==> src/rtl/cache_4way_l2_pkg.sv <==
// Shared geometry, PLRU state type and the deterministic backing-store
// function for the 4-way L2 cache model.
package cache_4way_l2_pkg;

  localparam int ADDR_WIDTH      = 11;
  localparam int DATA_WIDTH      = 32;
  localparam int OFFSET_BITS     = 5;
  localparam int INDEX_BITS      = 1;
  localparam int TAG_BITS        = 5;
  localparam int NUM_WAYS        = 4;
  localparam int NUM_SETS        = 2;
  localparam int WORDS_PER_BLOCK = 8;

  typedef logic [2:0] plru_t;

  // Word at byte address {word_addr, 2'b00}; zero-extended into DATA_WIDTH.
  function automatic logic [DATA_WIDTH-1:0] backing_word(input logic [ADDR_WIDTH-3:0] word_addr);
    return 32'hCAFE_0000 | {{(DATA_WIDTH-ADDR_WIDTH){1'b0}}, word_addr, 2'b00};
  endfunction

endpackage

==> src/rtl/cache_4way_l2_plru_tree4.sv <==
// Combinational 3-bit tree pseudo-LRU: victim from the current state and
// next state after touching a given way.
module plru_tree4
  import cache_4way_l2_pkg::*;
(
  input  plru_t      state_i,
  input  logic [1:0] way_i,
  output plru_t      next_o,
  output logic [1:0] victim_o
);

  always_comb begin
    next_o = state_i;
    // Each update points the tree bits away from the accessed way.
    case (way_i)
      2'd0:    begin next_o[0] = 1'b1; next_o[1] = 1'b1; end
      2'd1:    begin next_o[0] = 1'b1; next_o[1] = 1'b0; end
      2'd2:    begin next_o[0] = 1'b0; next_o[2] = 1'b1; end
      default: begin next_o[0] = 1'b0; next_o[2] = 1'b0; end
    endcase
  end

  always_comb begin
    victim_o = 2'd0;
    if (state_i[0]) victim_o = state_i[2] ? 2'd3 : 2'd2;
    else            victim_o = state_i[1] ? 2'd1 : 2'd0;
  end

endmodule

==> src/rtl/cache_4way_l2.sv <==
// Read-only 4-way set-associative L2 model: one-cycle registered hit/miss,
// allocate-on-miss from an internal backing store, tree PLRU replacement.
module cache_4way_l2
  import cache_4way_l2_pkg::*;
(
  input  logic                  clk,
  input  logic                  rst,
  input  logic                  read,
  input  logic [ADDR_WIDTH-1:0] addr,
  output logic                  hit,
  output logic [DATA_WIDTH-1:0] read_data
);

  // Protocol: a request is taken on every rising edge with read=1 (no
  // backpressure); hit/read_data describe it from the following edge on.

  logic [NUM_WAYS-1:0]   valid_q [NUM_SETS];
  logic [TAG_BITS-1:0]   tag_q   [NUM_SETS][NUM_WAYS];
  logic [DATA_WIDTH-1:0] data_q  [NUM_SETS][NUM_WAYS][WORDS_PER_BLOCK];
  plru_t                 plru_q  [NUM_SETS];
  logic                  hit_q;
  logic [DATA_WIDTH-1:0] rdata_q;

  logic [TAG_BITS-1:0]   tag;
  logic [INDEX_BITS-1:0] idx;
  logic [2:0]            word;
  logic [NUM_WAYS-1:0]   hit_vec;
  logic [1:0]            hit_way;
  logic [1:0]            fill_way;
  logic [1:0]            access_way;
  logic [1:0]            plru_victim;
  logic                  is_hit;
  plru_t                 plru_d;
  logic                  unused_byte_bits;

  assign tag              = addr[ADDR_WIDTH-1:OFFSET_BITS+INDEX_BITS];
  assign idx              = addr[OFFSET_BITS +: INDEX_BITS];
  assign word             = addr[4:2];
  assign unused_byte_bits = ^addr[1:0];

  always_comb begin
    hit_vec  = '0;
    hit_way  = 2'd0;
    fill_way = plru_victim;
    for (int w = 0; w < NUM_WAYS; w++)
      hit_vec[w] = valid_q[idx][w] && (tag_q[idx][w] == tag);
    // Descending scan so the lowest-index match / invalid way wins.
    for (int w = NUM_WAYS - 1; w >= 0; w--) begin
      if (hit_vec[w])         hit_way  = 2'(w);
      if (!valid_q[idx][w])   fill_way = 2'(w);
    end
    is_hit     = |hit_vec;
    access_way = is_hit ? hit_way : fill_way;
  end

  plru_tree4 u_plru (
    .state_i  (plru_q[idx]),
    .way_i    (access_way),
    .next_o   (plru_d),
    .victim_o (plru_victim)
  );

  always_ff @(posedge clk) begin
    if (rst) begin
      for (int s = 0; s < NUM_SETS; s++) begin
        valid_q[s] <= '0;
        plru_q[s]  <= '0;
      end
      hit_q   <= 1'b0;
      rdata_q <= '0;
    end else if (read) begin
      plru_q[idx] <= plru_d;
      if (is_hit) begin
        hit_q   <= 1'b1;
        rdata_q <= data_q[idx][hit_way][word];
      end else begin
        hit_q                   <= 1'b0;
        rdata_q                 <= backing_word(addr[ADDR_WIDTH-1:2]);
        valid_q[idx][fill_way]  <= 1'b1;
        tag_q[idx][fill_way]    <= tag;
        for (int k = 0; k < WORDS_PER_BLOCK; k++)
          data_q[idx][fill_way][k] <= backing_word({tag, idx, 3'(k)});
      end
    end
  end

  assign hit       = hit_q;
  assign read_data = rdata_q;

endmodule

==> config.mk <==
export PLATFORM = sky130hd
export DESIGN_NAME = cache_4way_l2
export DESIGN_NICKNAME = d
export VERILOG_FILES = /design/src/rtl/cache_4way_l2_pkg.sv /design/src/rtl/cache_4way_l2_plru_tree4.sv /design/src/rtl/cache_4way_l2.sv
export SDC_FILE = /design/constraint.sdc
export NUM_CORES = 1
export LEC_CHECK = 0
export CAP_MARGIN = 20
export CORE_ASPECT_RATIO = 0.8
export CORE_MARGIN = 2
export CORE_UTILIZATION = 45
export CTS_CLUSTER_DIAMETER = 120
export DETAILED_ROUTE_END_ITERATION = 7
export PLACE_DENSITY_LB_ADDON = 0.3
export SLEW_MARGIN = 20
export SYNTH_ARGS = -nofsm -noshare
export SYNTH_HDL_FRONTEND = slang
export SYNTH_HIERARCHICAL = 1
export SYNTH_SLANG_ARGS = --single-unit
==> constraint.sdc <==
create_clock -name clk -period 8.9 [get_ports clk]
set_input_delay 0.89 -clock clk [delete_from_list [all_inputs] [get_ports clk]]
set_output_delay 0.89 -clock clk [all_outputs]
set_load 0.1 [all_outputs]
**After elaboration in Yosys (flattened, before gate mapping)**

Memories as Yosys holds them, arrays and structs flattened.
Index checks and enable logic that the tools add are counted.

- Flip-flop bits (word level): 33
- Bits in writable memories: 630
- Input bits: 14
- Output and inout port bits: 33
- Logic and storage cells: 4131
- Memories kept: 4

- Order comparisons: 6
- Equality and inequality tests: 6
- Multiplexer cells: 2083
- Bitwise logic cells: 2019
- Reductions and logical operators: 11

Memories:

| memory | words | width | rd ports | clocked after memory_dff | wr ports | line | RTL |
|---|---|---|---|---|---|---|---|
| data_q | 2 | 288 | 1 | 0 | 1 | cache_4way_l2.sv:19 | `logic [DATA_WIDTH-1:0] data_q [NUM_SETS][NUM_WAYS][WORDS_PER_BLOCK];` |
| tag_q | 2 | 20 | 1 | 0 | 1 | cache_4way_l2.sv:18 | `logic [TAG_BITS-1:0] tag_q [NUM_SETS][NUM_WAYS];` |
| valid_q | 2 | 4 | 1 | 0 | 2 | cache_4way_l2.sv:17 | `logic [NUM_WAYS-1:0] valid_q [NUM_SETS];` |
| plru_q | 2 | 3 | 1 | 0 | 2 | cache_4way_l2.sv:20 | `plru_t plru_q [NUM_SETS];` |

Operator list:

| operator | count |
|---|---|
| 2-to-1 mux 1024 bit | 8 |
| demux 256 bit (select 2 bit) | 8 |
| 2-to-1 mux 1 bit | 2032 |
| bitwise OR 1 bit | 2016 |
| 2-to-1 mux 256 bit | 3 |
| binary-select mux 256 bit (select 2 bit) | 1 |
| 2-to-1 mux 224 bit | 1 |
| 2-to-1 mux 192 bit | 1 |
| 2-to-1 mux 160 bit | 1 |
| 2-to-1 mux 128 bit | 1 |
| 2-to-1 mux 32 bit | 4 |
| binary-select mux 32 bit (select 3 bit) | 1 |
| 2-to-1 mux 96 bit | 1 |
| 2-to-1 mux 64 bit | 1 |
| equality test 5 bit | 4 |
| 2-to-1 mux 2 bit | 10 |
| 2-to-1 mux 20 bit | 1 |
| 2-to-1 mux 4 bit | 3 |
| demux 5 bit (select 2 bit) | 1 |
| OR reduction 4 bit | 2 |
| greater-or-equal comparator 3 bit, second input constant | 2 |
| logical AND 1 bit | 6 |
| NOT 2 -> 3 bit | 2 |
| 2-to-1 mux 5 bit | 1 |
| 13 further kinds | 14 |

**Depth between registers and ports, before layout**

An unclocked memory read counts as a cell.

- Depth after elaboration: 20
- Gate-level depth with buffers: 16
- Gate-level depth less buffers: 9

**Modules after synthesis**

The synthesis kept the hierarchy.

Modules (own cells, without submodules):

| module | instances | cells an instance | area each (um^2) | sequential area each (um^2) |
|---|---|---|---|---|
| cache_4way_l2 | 1 | 313 | 3971.3 | 2242.2 |
| plru_tree4 | 1 | 7 | 46.3 | 0.0 |

**Worst setup path before layout**

OpenSTA, ideal clock, no wires.

- Path kind: input-to-reg
- Start point: input addr[5]
- End point: memory data_q[0][67] in the netlist's numbering (enable)
- Library setup time: 0.394 ns
- Data arrival time: 4.208 ns
- Required time: 8.506 ns
- Slack: 4.299 ns
- Stages: 12
- Buffers on the path: 7
- Cells stage by stage: buf_6 > buf_6 > buf_2 > buf_2 > buf_2 > buf_2 > clkbuf_1 > mux2_2 > mux2_4 > o21ai_0 > o21ai_0 > nor4_1

- Word-level cells in the longest chain between the ends: 20
- Elaborated cells on any way between the ends: 50
- Classes of those cells: order compare: 2; eq/ne: 4; mux: 27; bitwise: 8; reduce/logical: 6; memory: 3

RTL lines:

| what | line | RTL |
|---|---|---|
| start, declared | cache_4way_l2.sv:9 | `input logic [ADDR_WIDTH-1:0] addr,` |
| memory (2 x 3 bit) * | n/a |  |
| 2-to-1 mux 1 bit, on equally long branches | cache_4way_l2_plru_tree4.sv:26, cache_4way_l2_plru_tree4.sv:25 |  |
| 2-to-1 mux 2 bit * | cache_4way_l2_plru_tree4.sv:25 | `if (state_i[0]) victim_o = state_i[2] ? 2'd3 : 2'd2;` |
| named net plru_victim[0] | cache_4way_l2.sv:31 | `logic [1:0] plru_victim;` |
| 2-to-1 mux 2 bit * (4 in series) | cache_4way_l2.sv:50 | `if (!valid_q[idx][w]) fill_way = 2'(w);` |
| NOT 2 -> 3 bit (implied by the code) * | cache_4way_l2.sv:82 | `data_q[idx][fill_way][k] <= backing_word({tag, idx, 3'(k)});` |
| greater-or-equal comparator 3 bit (implied by the code) / < comparator 3 x 1 -> 1 bit (equally long branches) | cache_4way_l2.sv:82 |  |
| logical AND 1 bit (implied by the code) | cache_4way_l2.sv:82 |  |
| 2-to-1 mux 256 bit (implied by the code) | cache_4way_l2.sv:82 |  |
| demux 256 bit (select 2 bit) | cache_4way_l2.sv:82 |  |
| 2-to-1 mux 1024 bit (implied by the code) | cache_4way_l2.sv:82 |  |
| bitwise OR 1 bit (no line) (6 in series) | n/a |  |
| bitwise OR 1 bit (no line) * | n/a |  |
| end, declared | cache_4way_l2.sv:19 |  |

The timed path passes the listed nets; every way through them passes the cells marked *.

**Final worst setup path**

- Start point: input addr[5]
- End point: memory data_q[1][181] in the netlist's numbering (enable)

- Word-level cells in the longest chain between the ends: 18
- Elaborated cells on any way between the ends: 50
- Classes of those cells: order compare: 2; eq/ne: 4; mux: 27; bitwise: 8; reduce/logical: 6; memory: 3

RTL lines:

| what | line |
|---|---|
| memory (2 x 3 bit) * | n/a |
| 2-to-1 mux 1 bit, on equally long branches | cache_4way_l2_plru_tree4.sv:26, cache_4way_l2_plru_tree4.sv:25 |
| 2-to-1 mux 2 bit * | cache_4way_l2_plru_tree4.sv:25 |
| named net plru_victim[0] | cache_4way_l2.sv:31 |
| 2-to-1 mux 2 bit * (4 in series) | cache_4way_l2.sv:50 |
| NOT 2 -> 3 bit (implied by the code) * | cache_4way_l2.sv:82 |
| greater-or-equal comparator 3 bit (implied by the code) / < comparator 3 x 1 -> 1 bit (equally long branches) | cache_4way_l2.sv:82 |
| logical AND 1 bit (implied by the code) | cache_4way_l2.sv:82 |
| 2-to-1 mux 160 bit (implied by the code) | cache_4way_l2.sv:82 |
| demux 256 bit (select 2 bit) | cache_4way_l2.sv:82 |
| 2-to-1 mux 1024 bit (implied by the code) | cache_4way_l2.sv:82 |
| bitwise OR 1 bit (no line) (4 in series) | n/a |
| bitwise OR 1 bit (no line) * | n/a |

Marks and branches as above.

==> impl_summary.log <==
INFO  metric n_diodes = 0
INFO  metric power.sequential.fraction = 0.502
INFO  metric cts_buffers = 9
INFO  metric cellPowerDensity = 187 nW/um^2
INFO  metric synth_area = 4020 um^2
INFO  metric core.rowCount = 30
INFO  metric cell_count_after_synthesis = 320
INFO  metric r2r_setup_slack = 5900 ps
INFO  metric globalRouteOverflowTotal = 0
INFO  metric vias_in_the_first_global_route = 2438
INFO  metric grt_antenna_before_repair = 0
INFO  metric layout-drive-gt1-share = 0.0986
INFO  metric rsz0062_at_grt = false
INFO  metric total_setup_violations_reported_at_the_end_of_the_flow = 0
INFO  metric initial_utilization = 0.467
INFO  metric power.share.combinational = 0.168
INFO  metric timing_worst_slew_pin_value = 981 ps
INFO  metric hold_viol_final = 0
INFO  metric coreArea = 8600 um^2
INFO  metric routed-via-count = 2505
INFO  metric tritoncts = done
INFO  metric postSynthAreaPerCell = 12.6 um^2
INFO  metric internal_power = 0.606 mW
INFO  metric drcViolationCount = 0
INFO  metric n_fill_cell = 743
INFO  metric boundaryPins = 47
INFO  metric route.top_layer_used = met4
INFO  metric criticalPathCategory = in -> reg
INFO  metric die_w = 110 um
INFO  metric max_freq = 248 MHz
INFO  metric nets = 355
INFO  metric detail_route.first_pass.iterations = 5
INFO  metric cts_root_cell = sky130_fd_sc_hd__clkbuf_8
INFO  metric drv.max_cap_violation_count = 0
INFO  metric cpPeakStageDelay = 620 ps
INFO  metric met2WireLength = 3660 um
INFO  metric met1_length = 3960 um
INFO  metric initialDrtViolationCount = 129
INFO  metric post_cts_clock_slew_at_the_launch_and_capture_registers_of_the_worst_setup_and_hold_paths = 70 ps
INFO  metric postLayoutCoreUtil = 0.523
INFO  metric synth-async-reset-ratio = 0
INFO  metric yosysWarningCount = 6
INFO  metric power = 0.839 mW
INFO  metric slowest_stage = sky130_fd_sc_hd__or4b_1
INFO  metric number_of_flops_mapped_to_enable_cells_by_yosys = 62
INFO  metric p_sw = 0.233 mW
INFO  metric startpoint_type = input pin
INFO  metric finalWeightedCongestion = 0.869
INFO  metric cts_num_sinks = 81
INFO  metric layout.cells.most_common = sky130_fd_sc_hd__edfxtp_1
INFO  metric dpl-instance-area = 4290 um^2
INFO  metric post-route-min-period = 4030 ps
INFO  metric htreeDepth = 3
INFO  metric aggregate_negative_setup_slack = 0 ps
INFO  metric status = finished clean
INFO  metric cp_data_required_time = 8890 ps
INFO  metric swShare = 0.277
INFO  metric worst_slack = 4870 ps
INFO  metric period_share = 0.453
INFO  metric maximum_fanout_along_the_worst_path = 68
INFO  metric synth.lib_cells_used.distinct = 59
INFO  metric critical_path.cell_chain = buf_2 -> buf_4 -> mux2_2 -> mux2_4 -> o21ai_0 -> a211oi_1 -> a31oi_1 -> or4b_1 -> nor2_1
INFO  metric dominant_register_cell_in_the_synthesized_netlist = sky130_fd_sc_hd__edfxtp_1
INFO  metric synth_sequential_area_ratio = 0.558
INFO  metric grt_pass1_wl = 12800 um
INFO  metric top_library_cells_by_usage_in_the_layout_fill_and_taps_aside = sky130_fd_sc_hd__edfxtp_1, sky130_fd_sc_hd__clkdlybuf4s50_1, sky130_fd_sc_hd__mux2i_1, sky130_fd_sc_hd__xnor2_1, sky130_fd_sc_hd__dfxtp_1
INFO  metric area_growth_syn_to_layout = 11.9%
INFO  metric largest_net_degree_at_the_start_of_global_routing = 69
INFO  metric dp.final_hpwl = 5840 um
INFO  metric drv_slew = 0
INFO  metric slew-limit-headroom = 0.344
INFO  metric die_height = 88.5 um
INFO  metric portBuffers = 32
INFO  metric layout.cell_area.non_filler = 4490 um^2
INFO  metric cellLeakagePower = 1.59 nW
INFO  metric path_type_of_the_worst_min_delay_path = reg -> reg
INFO  metric insertion_delay = 360 ps
INFO  metric wl_per_cell = 17.8 um
INFO  metric drt_wl_total = 8130 um
INFO  metric grtUsageTotal = 0.183
INFO  metric dieArea = 9700 um^2
INFO  metric share_of_total_power_in_the_clock_network = 0.330
INFO  metric final_worst_clock_skew = 6.67 ps
INFO  metric critical_path.endpoint_type = register
INFO  metric placement.setup.worst_slack = 4490 ps
INFO  metric cp.arrival = 4030 ps
INFO  metric post_cts.resized_instances = 0
INFO  metric cts_post_setup_buffers_inserted = 0
INFO  metric clk_path_buf_depth = 2
INFO  metric vdd.ir_drop.worst = 0.0767 mV
INFO  metric yosys_register_bits = 81
INFO  metric ctsHoldBuffers = 0
INFO  metric final_antenna_net_count = 0
INFO  metric vias_per_instance = 5.48
INFO  metric detailroute.wirelength.met3 = 362 um
## cell usage after synthesis (all sizes together) (7+ instances only)
library cell / n / share of area
nand2: 13 / 0.013
inv: 13 / 0.012
o21ai: 9 / 0.011
edfxtp: 62 / 0.46
xnor2: 22 / 0.048
nand3: 9 / 0.011
a21oi: 7 / 0.0087
nor2: 11 / 0.012
mux2i: 23 / 0.058
buf: 31 / 0.056
mux2: 14 / 0.040
dfxtp: 19 / 0.095
## power by group through the flow
stage | combinational, mW | sequential [mW] | clock, mW
floorplan | 0.100 | 0.450 | 0
global placement | 0.140 | 0.429 | 0
detailed placement | 0.141 | 0.430 | 0
CTS | 0.142 | 0.421 | 0.284
global route | 0.149 | 0.422 | 0.298
finish | 0.141 | 0.421 | 0.277
## registers in the layout, indices dropped and copies added, names as in the netlist
name       flops
read_data     10
data_q        55
tag_q          1
plru_q         6
hit            1
valid_q        8
## layer usage
| metal | GRT usage | vias up |
|---|---|---|
| met5 | 0 | - |
| met2 | 0.272 | 66 |
| li1 | - | 1205 |
| met4 | 0.0863 | 0 |
| met3 | 0.0449 | 14 |
| met1 | 0.253 | 1220 |
## worst paths after layout
kind / from / to / cells past startpoint
setup / recovery: addr[5] / data_q[1][181] / 9
hold reg to reg: read_data[4] / read_data[4] / 2
setup reg to reg: plru_q[1][0] / data_q[1][181] / 7
hold / removal: read_data[4] / read_data[4] / 2
## stage by stage
stage          hold WS (ps)  std cells
3_5_place_dp            463        442
2_1_floorplan           442        331
6_report                474        457
3_3_place_gp            460        442
5_1_grt                 513        457
4_1_cts                 477        457
## cell type report
class / instances / area [um^2] / share of cell area
Multi-Input combinational cell: 200 / 1520 / 0.339
Timing Repair Buffer: 35 / 338 / 0.0752
Sequential cell: 81 / 2240 / 0.499
Inverter: 14 / 52.6 / 0.0117
Clock buffer: 11 / 131 / 0.0292
Tap cell: 112 / 140 / 0.0312
Clock inverter: 4 / 68.8 / 0.0153
## critical path, delay by kind of cell
family                 cells  cell delay [ps]
AOI/OAI and AO/OA          3              550
muxes                      2              650
and+or+nand+nor            2             1220
buffers and inverters      2              680
## kinds of logic (layout without fill, tap and decap cells)
logic type | Yosys count | after routing | share of synthesized area
flip-flops | 81 | 81 | 0.558
AND/OR/NAND/NOR | 65 | 65 | 0.100
AO/OA/AOI/OAI | 62 | 62 | 0.116
buffers and inverters | 50 | 64 | 0.0735
multiplexers | 37 | 37 | 0.0984
XOR/XNOR | 24 | 24 | 0.0523
other | 1 | 12 | 0.000933
Power figures use the tool's default switching activity.
